## config.mk

```make
export PLATFORM = sky130hd
export DESIGN_NAME = hub75_scan_ctrl
export DESIGN_NICKNAME = d
export VERILOG_FILES = /design/src/rtl/hub75_pkg.sv /design/src/rtl/hub75_oe_timer.sv /design/src/rtl/hub75_scan_ctrl.sv
export SDC_FILE = /design/constraint.sdc
export NUM_CORES = 1
export LEC_CHECK = 0
export BUFFER_PORTS_ARGS = -buffer_cell sky130_fd_sc_hd__buf_2
export CAP_MARGIN = 10
export CORE_ASPECT_RATIO = 2
export CORE_UTILIZATION = 50
export DETAILED_ROUTE_END_ITERATION = 10
export PLACE_DENSITY = 0.83
export REMOVE_ABC_BUFFERS = 1
export SYNTH_ARGS = -nofsm -noshare
export SYNTH_HDL_FRONTEND = slang
export SYNTH_SLANG_ARGS = --single-unit
```

## constraint.sdc

```tcl
create_clock -name clk -period 2.6 [get_ports clk]
set_input_delay 0.65 -clock clk [delete_from_list [all_inputs] [get_ports clk]]
set_output_delay 0.65 -clock clk [all_outputs]
set_load 0.05 [all_outputs]
```

## src/rtl/hub75_pkg.sv

```systemverilog
// Shared definitions for the HUB75 scan controller: FSM states, colour field
// offsets inside a frame-buffer word and the default parameter values.
package hub75_pkg;

    localparam int DEF_PANEL_WIDTH    = 32;
    localparam int DEF_ROW_ADDR_BITS  = 2;
    localparam int DEF_COLOR_BITS     = 3;
    localparam int DEF_OE_BASE_CYCLES = 64;

    typedef enum logic [1:0] {
        ST_IDLE    = 2'd0,
        ST_SHIFT   = 2'd1,
        ST_LATCH   = 2'd2,
        ST_DISPLAY = 2'd3
    } hub75_state_e;

    // Field index within {r1,g1,b1,r2,g2,b2}; bit offset = index * COLOR_BITS.
    localparam int NUM_FIELDS = 6;
    localparam int FLD_R1     = 5;
    localparam int FLD_G1     = 4;
    localparam int FLD_B1     = 3;
    localparam int FLD_R2     = 2;
    localparam int FLD_G2     = 1;
    localparam int FLD_B2     = 0;

    // Counter width that holds the longest display time (top bit-plane).
    function automatic int oe_cnt_width(input int base, input int color_bits);
        return $clog2((base << (color_bits - 1)) + 1);
    endfunction

endpackage

```

## src/rtl/hub75_oe_timer.sv

```systemverilog
// Loadable down-counter timing the OE-low display window; done is high during
// the final cycle of a window of 'value' cycles that starts the cycle after load.
module hub75_oe_timer
    import hub75_pkg::*;
#(
    parameter int W = 8
) (
    input  logic         clk,
    input  logic         rst,
    input  logic         load,
    input  logic [W-1:0] value,
    output logic         done
);

    logic [W-1:0] cnt_q;
    logic [W-1:0] cnt_d;

    always_comb begin
        cnt_d = cnt_q;
        if (load) begin
            cnt_d = value;
        end else if (cnt_q != '0) begin
            cnt_d = cnt_q - W'(1);
        end
    end

    always_ff @(posedge clk or negedge rst) begin
        if (!rst) begin
            cnt_q <= '0;
        end else begin
            cnt_q <= cnt_d;
        end
    end

    assign done = (cnt_q == W'(1));

endmodule

```

## src/rtl/hub75_scan_ctrl.sv

```systemverilog
// HUB75 panel scan controller: shifts a row from the frame buffer, latches it,
// then shows it for a bit-plane-weighted time. Define HUB75_BCM_EN for BCM planes.
module hub75_scan_ctrl
    import hub75_pkg::*;
#(
    parameter int PANEL_WIDTH    = DEF_PANEL_WIDTH,
    parameter int ROW_ADDR_BITS  = DEF_ROW_ADDR_BITS,
    parameter int COLOR_BITS     = DEF_COLOR_BITS,
    parameter int OE_BASE_CYCLES = DEF_OE_BASE_CYCLES
) (
    input  logic                                          clk,
    input  logic                                          rst,
    input  logic                                          enable,
    output logic                                          fb_rd_en,
    output logic [ROW_ADDR_BITS+$clog2(PANEL_WIDTH)-1:0]  fb_addr,
    input  logic [NUM_FIELDS*COLOR_BITS-1:0]              fb_rdata,
    output logic                                          CLK_MOD,
    output logic                                          LAT,
    output logic                                          OE,
    output logic                                          A,
    output logic                                          B,
    output logic                                          R1,
    output logic                                          G1,
    output logic                                          B1,
    output logic                                          R2,
    output logic                                          G2,
    output logic                                          B2,
    output logic                                          frame_done,
    output hub75_state_e                                  state_dbg
);

`ifdef HUB75_BCM_EN
    localparam int PLANES = COLOR_BITS;
`else
    localparam int PLANES = 1;
`endif

    localparam int COL_W   = $clog2(PANEL_WIDTH);
    localparam int SH_W    = COL_W + 2;
    localparam int RD_W    = NUM_FIELDS * COLOR_BITS;
    localparam int IDX_W   = $clog2(RD_W);
    localparam int PLANE_W = (COLOR_BITS > 1) ? $clog2(COLOR_BITS) : 1;
    localparam int CNT_W   = oe_cnt_width(OE_BASE_CYCLES, COLOR_BITS);

    localparam logic [SH_W-1:0]          SH_LAST    = SH_W'(2 * PANEL_WIDTH);
    localparam logic [PLANE_W-1:0]       PLANE_LAST = PLANE_W'(PLANES - 1);
    localparam logic [ROW_ADDR_BITS-1:0] ROW_LAST   = '1;

    hub75_state_e             state_q, state_d;
    logic [ROW_ADDR_BITS-1:0] row_q, row_d;
    logic [PLANE_W-1:0]       plane_q, plane_d;
    logic [SH_W-1:0]          sh_cnt_q, sh_cnt_d;
    logic [ROW_ADDR_BITS-1:0] ab_q, ab_d;
    logic [NUM_FIELDS-1:0]    color_q, color_d;

    logic [NUM_FIELDS-1:0]    plane_bits;
    logic [NUM_FIELDS-1:0]    pix;
    logic [ROW_ADDR_BITS-1:0] ab_out;
    logic [1:0]               ab_pins;
    logic                     timer_load;
    logic                     oe_done;
    logic [CNT_W-1:0]         oe_value;

    always_comb begin
        plane_bits = '0;
        for (int f = 0; f < NUM_FIELDS; f++) begin
            plane_bits[f] = fb_rdata[IDX_W'(f * COLOR_BITS + int'(plane_q))];
        end
    end

    assign oe_value = CNT_W'(OE_BASE_CYCLES) << plane_q;

    hub75_oe_timer #(
        .W(CNT_W)
    ) u_oe_timer (
        .clk   (clk),
        .rst   (rst),
        .load  (timer_load),
        .value (oe_value),
        .done  (oe_done)
    );

    // SHIFT step counter k: reads on even k < 2*W, phase0 on odd k, phase1 on even k > 0.
    always_comb begin
        state_d    = state_q;
        row_d      = row_q;
        plane_d    = plane_q;
        sh_cnt_d   = sh_cnt_q;
        ab_d       = ab_q;
        color_d    = color_q;
        timer_load = 1'b0;
        fb_rd_en   = 1'b0;
        fb_addr    = '0;
        CLK_MOD    = 1'b0;
        LAT        = 1'b0;
        OE         = 1'b1;
        pix        = '0;
        ab_out     = ab_q;
        frame_done = 1'b0;

        unique case (state_q)
            ST_IDLE: begin
                if (enable) begin
                    state_d  = ST_SHIFT;
                    row_d    = '0;
                    plane_d  = '0;
                    sh_cnt_d = '0;
                end
            end

            ST_SHIFT: begin
                if (!sh_cnt_q[0] && (sh_cnt_q != SH_LAST)) begin
                    fb_rd_en = 1'b1;
                    fb_addr  = {row_q, sh_cnt_q[COL_W:1]};
                end
                if (sh_cnt_q[0]) begin
                    pix     = plane_bits;
                    color_d = plane_bits;
                end else if (sh_cnt_q != '0) begin
                    pix     = color_q;
                    CLK_MOD = 1'b1;
                end
                if (!enable) begin
                    state_d  = ST_IDLE;
                    row_d    = '0;
                    plane_d  = '0;
                    sh_cnt_d = '0;
                end else if (sh_cnt_q == SH_LAST) begin
                    state_d  = ST_LATCH;
                    sh_cnt_d = '0;
                end else begin
                    sh_cnt_d = sh_cnt_q + SH_W'(1);
                end
            end

            ST_LATCH: begin
                LAT    = 1'b1;
                ab_out = row_q;
                ab_d   = row_q;
                if (!enable) begin
                    state_d  = ST_IDLE;
                    row_d    = '0;
                    plane_d  = '0;
                    sh_cnt_d = '0;
                end else begin
                    state_d    = ST_DISPLAY;
                    timer_load = 1'b1;
                end
            end

            ST_DISPLAY: begin
                OE = 1'b0;
                if (oe_done) begin
                    if (plane_q == PLANE_LAST) begin
                        plane_d    = '0;
                        row_d      = row_q + ROW_ADDR_BITS'(1);
                        frame_done = (row_q == ROW_LAST);
                    end else begin
                        plane_d = plane_q + PLANE_W'(1);
                    end
                    // Enable is only honoured at the end of the display window.
                    if (enable) begin
                        state_d  = ST_SHIFT;
                        sh_cnt_d = '0;
                    end else begin
                        state_d  = ST_IDLE;
                        row_d    = '0;
                        plane_d  = '0;
                        sh_cnt_d = '0;
                    end
                end
            end

            default: begin
                state_d = ST_IDLE;
            end
        endcase
    end

    always_ff @(posedge clk or negedge rst) begin
        if (!rst) begin
            state_q  <= ST_IDLE;
            row_q    <= '0;
            plane_q  <= '0;
            sh_cnt_q <= '0;
            ab_q     <= '0;
            color_q  <= '0;
        end else begin
            state_q  <= state_d;
            row_q    <= row_d;
            plane_q  <= plane_d;
            sh_cnt_q <= sh_cnt_d;
            ab_q     <= ab_d;
            color_q  <= color_d;
        end
    end

    assign ab_pins   = 2'(ab_out);
    assign A         = ab_pins[0];
    assign B         = ab_pins[1];
    assign R1        = pix[FLD_R1];
    assign G1        = pix[FLD_G1];
    assign B1        = pix[FLD_B1];
    assign R2        = pix[FLD_R2];
    assign G2        = pix[FLD_G2];
    assign B2        = pix[FLD_B2];
    assign state_dbg = state_q;

endmodule

```

== Word level (Yosys, flattened, before mapping) ==
Cells that the tools add are included.

* Multiply operators: 0
* Eq/ne operators: 13
* Multiplexer cells: 60
* Reductions and logical operators: 13
* Magnitude comparators: 6
* Bitwise gates (word level): 0
* $add $sub $neg: 9
* Shifts and indexed selects: 1
* Div/mod/pow operators: 0

{| class="wikitable"
|+ Operators by type and width
! cell !! count
|-
| 2-to-1 mux 7 bit || 7
|-
| 2-to-1 mux 2 bit || 14
|-
| case mux 7 bit (4 select lines) || 1
|-
| binary-select mux 1 bit (select 5 bit) || 5
|-
| 2-to-1 mux 1 bit || 24
|-
| less-than comparator 5 x 7 -> 1 bit, second input constant || 3
|-
| 2-to-1 mux 6 bit || 3
|-
| 2-to-1 mux 9 bit || 2
|-
| adder 4 x 2 -> 5 bit, first input constant || 3
|-
| case mux 2 bit (3 select lines) || 2
|-
| == test 9 x 1 -> 1 bit, second input constant || 1
|-
| AND reduction 3 bit || 3
|-
| nonzero test 9 bit || 1
|-
| << shifter 7 x 2 -> 9 bit, first input constant || 1
|-
| subtractor 9 x 1 -> 9 bit, second input constant || 1
|-
| != test 2 bit, second input constant || 4
|-
| case mux 2 bit (4 select lines) || 1
|-
| adder 7 x 1 -> 7 bit, second input constant || 1
|-
| == test 7 bit, second input constant || 1
|-
| != test 7 bit, second input constant || 1
|-
| nonzero test 7 bit || 1
|-
| == test 2 bit, second input constant || 3
|-
| less-than comparator 2 x 6 -> 1 bit, second input constant || 1
|-
| less-than comparator 3 x 6 -> 1 bit, second input constant || 1
|-
| 14 further kinds || 17
|}

* Word-level logic and storage cells: 109
* Memories: 0
* Bits in writable memories: 0
* Output and inout bits: 22
* Memory bits (read-only): 0
* Register bits: 30
* Input bits: 21
* Latch bits: 0

== Longest topological paths before layout ==
Gate-level depths: netlist (run 1).

* Depth after elaboration: 6
* Gate-level depth with buffers: 8

== Hierarchy ==
Synthesis (run 1) repeated with hierarchy kept, for this count alone.

* Cells, all modules: 232
* Area total of the unflattened synthesis: 2,169.6 sq um

{| class="wikitable"
|+ Modules (own cells, without submodules)
! module !! area an instance (sq um) !! cells each !! times used
|-
| hub75_scan_ctrl || 1,575.3 || 165 || 1
|-
| hub75_oe_timer || 594.3 || 67 || 1
|}

== Least setup slack after synthesis (run 1) ==
Ideal clock, no wire load.

* Path type: reg2out
* From: register state_q[1] (netlist: state_dbg[1])
* To: output B1
* Cell stages (with the launch flop): 6
* Path buffers: 0
* Setup slack: -458 ps
* Data arrival time: 2,408 ps
* Path through: dfrtp_1 -> inv_1 -> ha_1 -> nor2b_1 -> o41a_1 -> a21o_1

* Cells in the longest elaborated chain, start to end: 2

{| class="wikitable"
|+ RTL lines
! element !! RTL line !! RTL
|-
| start: declaration || hub75_scan_ctrl.sv:49 || <nowiki>hub75_state_e state_q, state_d;</nowiki>
|-
| start signal: assignment || hub75_scan_ctrl.sv:189 || <nowiki>state_q <= state_d;</nowiki>
|-
| == test 2 x 1 -> 1 bit || hub75_scan_ctrl.sv:101 || <nowiki>unique case (state_q)</nowiki>
|-
| 2-to-1 mux 6 bit || hub75_scan_ctrl.sv:101 ||
|-
| end: declaration || hub75_scan_ctrl.sv:24 || <nowiki>output logic B1,</nowiki>
|}

Every way passes these cells.

== Worst setup path after layout (run 1) ==
* From: register plane_q[1]
* To: output B1

* Cells in the longest elaborated chain, start to end: 6

{| class="wikitable"
|+ RTL lines
! element !! RTL line !! RTL
|-
| start: declaration || hub75_scan_ctrl.sv:51 || <nowiki>logic [PLANE_W-1:0] plane_q, plane_d;</nowiki>
|-
| start signal: assignment || hub75_scan_ctrl.sv:191 || <nowiki>plane_q <= plane_d;</nowiki>
|-
| adder 4 x 2 -> 5 bit || hub75_scan_ctrl.sv:67 || <nowiki>plane_bits[f] = fb_rdata[IDX_W'(f * COLOR_BITS + int'(plane_q))];</nowiki>
|-
| binary-select mux 1 bit (select 5 bit) || hub75_scan_ctrl.sv:67 ||
|-
| 2-to-1 mux 1 bit (not written as such) (2 in series) || hub75_scan_ctrl.sv:67 ||
|-
| 2-to-1 mux 6 bit || hub75_scan_ctrl.sv:116 || <nowiki>if (sh_cnt_q[0]) begin</nowiki>
|-
| 2-to-1 mux 6 bit || hub75_scan_ctrl.sv:101 ||
|}

Every way passes these cells. The select of a mux whose other input is x is not followed.

==> flow_summary.json, run 1 <==
{
  "ys_types": 44,
  "ys.flop_type": "dfrtp_1",
  "cp_max_fo": 6,
  "timing.reg2reg.setup_slack_ps": 550,
  "cpLargestDelayFamily": "multiplexers",
  "drt_iter0_markers": 32,
  "setup_ws_ps": -169,
  "wl_microns": 4960,
  "diodes": 0,
  "max_stage_delay_ps": 490,
  "powerDensity_nw_per_um2": 899,
  "ys_warn_count": 0,
  "layout.nets": 307,
  "syn_to_final_growth_pct": 27.2,
  "fmax_ghz": 0.361,
  "r2r-start": "state_dbg[0]",
  "worst_setup_path_start_kind": "flop",
  "hp-class": "primary input to asynchronous set/reset pin",
  "die_x_microns": 47.9,
  "arrival_ps": 2120,
  "p_int_mw": 1.37,
  "regToRegEndpoint": "sh_cnt_q[5]",
  "final_cell_mix": "34 x buf_2, 30 x dfrtp_1, 20 x buf_4, 16 x nor2_1",
  "via_per_inst": 5.65,
  "path_class": "flop to output pin",
  "n_fill_cell": 326,
  "synth_edf_count": 0,
  "grt_overflow_total": 0,
  "io_buffer_count": 42,
  "seqPwrFrac_pct": 30.7,
  "cts_tree": "done",
  "yosysSeqAreaShare_pct": 35.6,
  "grt_max_degree": 31,
  "die_h_microns": 93.9,
  "wire_per_inst_microns": 15.4,
  "p_sw_share_pct": 43.4,
  "grt_use_total_pct": 24.1,
  "clkPwrFrac_pct": 19.7,
  "r2r_cells": 7,
  "syn_avg_cell_area_sq_um": 10.1,
  "core_region_area_sq_um": 4090,
  "grt_pass1_vias": 1744,
  "worstSetupStartpoint": "plane_q[1]",
  "cp_cell_sequence": "inv_2, ha_4, mux4_2, mux2i_1, nor2_1, a21o_1, buf_6",
  "ys_async_sr_fraction_pct": 100,
  "netlist_instances": 208,
  "cts_sinks": 30,
  "cts_buffers": 5,
  "violations": "negative setup slack",
  "fin_area_sq_um": 2690,
  "status": "complete, but fails checks",
  "finalSetupViolations": 3,
  "drc_errors": 0,
  "synth-seq-cells": 30,
  "postPlaceCellArea_sq_um": 2430,
  "critPathRequiredTime_ps": 1950,
  "cts_max_level": 2,
  "cp.buffers_inverters": 2,
  "clkTransAtPathRegs_ps": 70,
  "initial_core_util_pct": 51.6,
  "clockBufferDepth": 2,
  "tightestPinTransition_ps": 676,
  "dp_hpwl_microns": 3550,
  "syn_area_sq_um": 2110,
  "vdd_ir_drop_max_mv": 0.575,
  "drive_gt1_share_pct": 36.7,
  "period_minus_slack_ps": 2770,
  "maxCapViolCount": 0,
  "final_common_cell": "buf_2",
  "power.share.combinational_pct": 49.6,
  "gp_congestion": 0.808,
  "firstDrtPassIters": 4,
  "finalHoldViolations": 0,
  "postRouteAntennaNets": 0,
  "vias": 1819,
  "max_slew_margin_pct": 54.9,
  "io_pins": 43,
  "period_share_pct": 106,
  "rows": 33,
  "leakage_nw": 1.34,
  "insertion_delay_ps": 290,
  "fin_worst_skew_ps": 9.17,
  "critPathCaptureType": "output pin",
  "dieArea_sq_um": 4500,
  "grt_setup_unrepaired": "true",
  "power_switching_mw": 1.05,
  "cts_root_buffer": "clkbuf_8",
  "antenna_found_initial": 0,
  "slew_viol_final": 0,
  "grt_pass1_wl_microns": 7760,
  "report.power.total_mw": 2.41,
  "crit_path_top_delay_cell": "mux4_2"
}
## metal layers
metal / vias to the layer above / track usage, % / wire [microns]
met5: - / 0 / 0
met4: 0 / 11.6 / 117
met3: 10 / 4.62 / 183
met2: 48 / 41.8 / 2910
met1: 895 / 25.9 / 1740
li1: 866 / - / -
## sequential cells by signal, summed over array words and instances (netlist names)
register          cells
ab_q                  2
color_q               6
state_dbg             2
plane_q               2
row_q                 2
u_oe_timer.cnt_q      9
sh_cnt_q              7
## what timing repair did
item,4_1_cts,5_1_grt
resized for setup,18,10
pin swaps,2,3
setup buffers,4,5
endpoints found under the setup margin,9,8
hold buffers,0,0
## how the worst max path moves through the flow
stage,slack [ps],end,cells past startpoint
6_report,-170,B1,7
5_1_grt,-230,B1,7
4_1_cts,-140,B1,7
3_5_place_dp,-20,B1,7
3_3_place_gp,60,G2,7
2_1_floorplan,-460,B1,5
## cell families after synthesis
kind of cell,count (synthesis),share of synthesized area [%]
XOR/XNOR,9,3.73
AND/OR/NAND/NOR,81,21.2
buffers and inverters,17,3.08
adder cells (fa/ha/maj),17,10.1
multiplexers,17,13.0
flip-flops,30,35.6
AO/OA/AOI/OAI,37,13.4
## area by class of cell
cell class | count | area (sq um) | area share (%)
Multi-Input combinational cell | 161 | 1340 | 49.9
Sequential cell | 30 | 751 | 28.0
Timing Repair Buffer | 59 | 377 | 14.0
Clock buffer | 5 | 68.8 | 2.56
Tap cell | 52 | 65.1 | 2.42
Inverter | 12 | 45.0 | 1.68
Clock inverter | 3 | 40.0 | 1.49
## power groups by stage
stage / Combinational [mW] / Clock (mW) / Sequential (mW)
after floorplan: 0.783 / 0 / 0.755
after global placement: 1.05 / 0 / 0.736
after detailed placement: 1.08 / 0 / 0.743
after CTS: 1.14 / 0.476 / 0.734
after global routing: 1.32 / 0.499 / 0.758
final: 1.20 / 0.475 / 0.741
## cell usage after synthesis (3+ instances only)
| library cell | n | area (sq um) |
|---|---|---|
| a22o_1 | 4 | 35.0 |
| nand2b_1 | 4 | 25.0 |
| inv_1 | 12 | 45.0 |
| ha_1 | 17 | 213 |
| o21ai_0 | 4 | 20.0 |
| and2_1 | 8 | 50.1 |
| clkbuf_1 | 4 | 15.0 |
| mux2i_1 | 6 | 60.1 |
| nor3_1 | 6 | 30.0 |
| nor2b_1 | 8 | 50.1 |
| nor2_1 | 16 | 60.1 |
| dfrtp_1 | 30 | 751 |
| nand2_1 | 15 | 56.3 |
| nand3_1 | 6 | 30.0 |
| xor2_1 | 7 | 61.3 |
| a21o_1 | 12 | 90.1 |
| o21ai_1 | 5 | 25.0 |
| mux4_2 | 8 | 180 |
| mux2_2 | 3 | 33.8 |
## per-stage QoR
stage / hold WS (ps) / setup WS [ps] / utilization, % / cells / TNS, ps
6_report: 395 / -169 / 65.7 / 322 / -288
4_1_cts: 417 / -136 / 63.9 / 317 / -286
5_1_grt: 445 / -226 / 65.7 / 322 / -576
2_1_floorplan: 354 / -458 / - / 203 / -3520
3_5_place_dp: 466 / -18.4 / 59.4 / 305 / -18.4
3_3_place_gp: 458 / 55.3 / 59.4 / 305 / 0
No activity file was read; power rests on OpenSTA's default activity.
==> run 2: changes to the inputs <==
==> constraint.sdc (replaced) <==
create_clock -name clk -period 2.6 [get_ports clk]
set_input_delay 0.39 -clock clk [delete_from_list [all_inputs] [get_ports clk]]
set_output_delay 0.39 -clock clk [all_outputs]
set_load 0.05 [all_outputs]
==> flow_summary.json, run 2 (synthesis gave the netlist of run 1 again) <==
{
  "max_slew_margin_pct": 55.0,
  "maxCapViolCount": 0,
  "setup_ws_ps": 113,
  "leakage_nw": 1.28,
  "grt_setup_unrepaired": "false",
  "drt_iter0_markers": 32,
  "insertion_delay_ps": 290,
  "grt_pass1_vias": 1696,
  "die_h_microns": 93.9,
  "regToRegEndpoint": "sh_cnt_q[5]",
  "critPathRequiredTime_ps": 2210,
  "report.power.total_mw": 2.42,
  "fin_worst_skew_ps": 5.80,
  "postRouteAntennaNets": 0,
  "seqPwrFrac_pct": 30.7,
  "syn_to_final_growth_pct": 22.5,
  "drc_errors": 0,
  "power.share.combinational_pct": 44.8,
  "multi_input_area_sq_um": 1320,
  "wl_microns": 4580,
  "r2r-start": "state_dbg[0]",
  "final_cell_mix": "36 x buf_2, 30 x dfrtp_1, 16 x nor2_1, 15 x nand2_1, 15 x ha_1",
  "rows": 33,
  "r2r_cells": 7,
  "period_share_pct": 95.7,
  "p_int_mw": 1.42,
  "vias": 1758,
  "cts_root_buffer": "clkbuf_8",
  "postPlaceCellArea_sq_um": 2390,
  "antenna_found_initial": 0,
  "via_per_inst": 5.69,
  "final_common_cell": "buf_2",
  "fmax_ghz": 0.402,
  "grt_max_degree": 31,
  "cts_tree": "done",
  "worst_setup_path_start_kind": "flop",
  "power_switching_mw": 1.00,
  "io_pins": 43,
  "vdd_ir_drop_max_mv": 0.693,
  "worst-path-stages": 7,
  "clockBufferDepth": 2,
  "cp_max_fo": 7,
  "place_inst": 300,
  "dp_hpwl_microns": 3480,
  "dieArea_sq_um": 4500,
  "die_x_microns": 47.9,
  "hp-class": "primary input to asynchronous set/reset pin",
  "seqCellArea_sq_um": 751,
  "cts-hold-fix-buffers": 0,
  "status": "complete, no violations",
  "tightestPinTransition_ps": 674,
  "arrival_ps": 2100,
  "drive_gt1_share_pct": 30.0,
  "n_fill_cell": 343,
  "firstDrtPassIters": 4,
  "diodes": 0,
  "highest-signal-layer": "met4",
  "grt_overflow_total": 0,
  "wl_met3_microns": 149,
  "grt_pass1_wl_microns": 7270,
  "largest_reg_flops": 9,
  "p_sw_share_pct": 41.5,
  "path_class": "flop to output pin",
  "routedLengthMet1_microns": 1600,
  "cts_buffers": 5,
  "finalSetupViolations": 0,
  "layout.nets": 294,
  "powerDensity_nw_per_um2": 937,
  "instances_no_fill": 309,
  "cts_sinks": 30,
  "dr_wl_met2_microns": 2700,
  "clkTransAtPathRegs_ps": 70,
  "initial_core_util_pct": 51.6,
  "wire_per_inst_microns": 14.8,
  "crit_path_top_delay_cell": "mux4_2",
  "clkPwrFrac_pct": 24.5,
  "whs_ps": 130,
  "cp_cell_sequence": "inv_2, ha_4, mux4_2, mux2i_1, nor2_1, a21o_1, buf_6",
  "core_region_area_sq_um": 4090,
  "dp_slack_ps": 180,
  "finalHoldViolations": 0,
  "grt_use_total_pct": 22.7,
  "cpLargestDelayFamily": "multiplexers",
  "cts_max_level": 2,
  "gp_congestion": 0.807,
  "critPathCaptureType": "output pin",
  "fin_area_sq_um": 2590,
  "cp.buffers_inverters": 2,
  "timing.reg2reg.setup_slack_ps": 470,
  "io_buffer_count": 42,
  "layout_top_registers": "u_oe_timer.cnt_q: 9 flops, sh_cnt_q: 7 flops, color_q: 6 flops",
  "max_stage_delay_ps": 490,
  "slew_viol_final": 0,
  "regMostFlops": "u_oe_timer.cnt_q",
  "period_minus_slack_ps": 2490
}
## run 2: worst max-delay path by stage
| stage | start | end | slack (ps) |
|---|---|---|---|
| 5_1_grt | plane_q[0] | B1 | 9 |
| 2_1_floorplan | state_dbg[1] | B1 | -200 |
| 6_report | plane_q[0] | B1 | 110 |
| 3_3_place_gp | plane_q[0] | G2 | 250 |
| 3_5_place_dp | plane_q[0] | B1 | 180 |
| 4_1_cts | state_dbg[1] | R1 | 3 |
## run 2: final cells by class
cell class / count / share of cell area (%)
inverters: 12 / 1.74
repair buffers: 46 / 10.2
clock buffers: 6 / 3.19
multi-input cells: 161 / 51.0
clock inverters: 2 / 2.32
flip-flops and latches: 30 / 29.0
well taps: 52 / 2.52
## run 2: worst reg2reg max path, cell delays in order, from the launching register on
cell     delay, ps
dfrtp_1        440
inv_1          140
ha_1           330
and2_1         360
nor3_1         280
nand4_1        160
xor2_1         180
a31oi_1        160
## run 2: stage by stage
step / TNS, ps / util (%)
2_1_floorplan: -1440 / -
3_3_place_gp: 0 / 58.4
3_5_place_dp: 0 / 58.4
4_1_cts: 0 / 62.2
5_1_grt: 0 / 63.3
6_report: 0 / 63.3
## run 2: repair_timing
action,CTS,global route
setup buffers,0,1
setup endpoints to repair,2,9
pin swaps,0,1
resized for setup,2,13
## run 2: routing by layer
layer,up-vias,track usage (%)
li1,837,-
met1,864,22.4
met5,-,0
met4,0,10.6
met2,43,40.8
met3,14,5.19
## run 2: power groups by stage
stage | clock network [mW] | registers (mW) | logic [mW]
floorplan | 0 | 0.755 | 0.783
global placement | 0 | 0.740 | 1.03
detailed placement | 0 | 0.745 | 1.05
CTS | 0.602 | 0.737 | 1.06
global route | 0.621 | 0.760 | 1.20
finish | 0.594 | 0.744 | 1.08
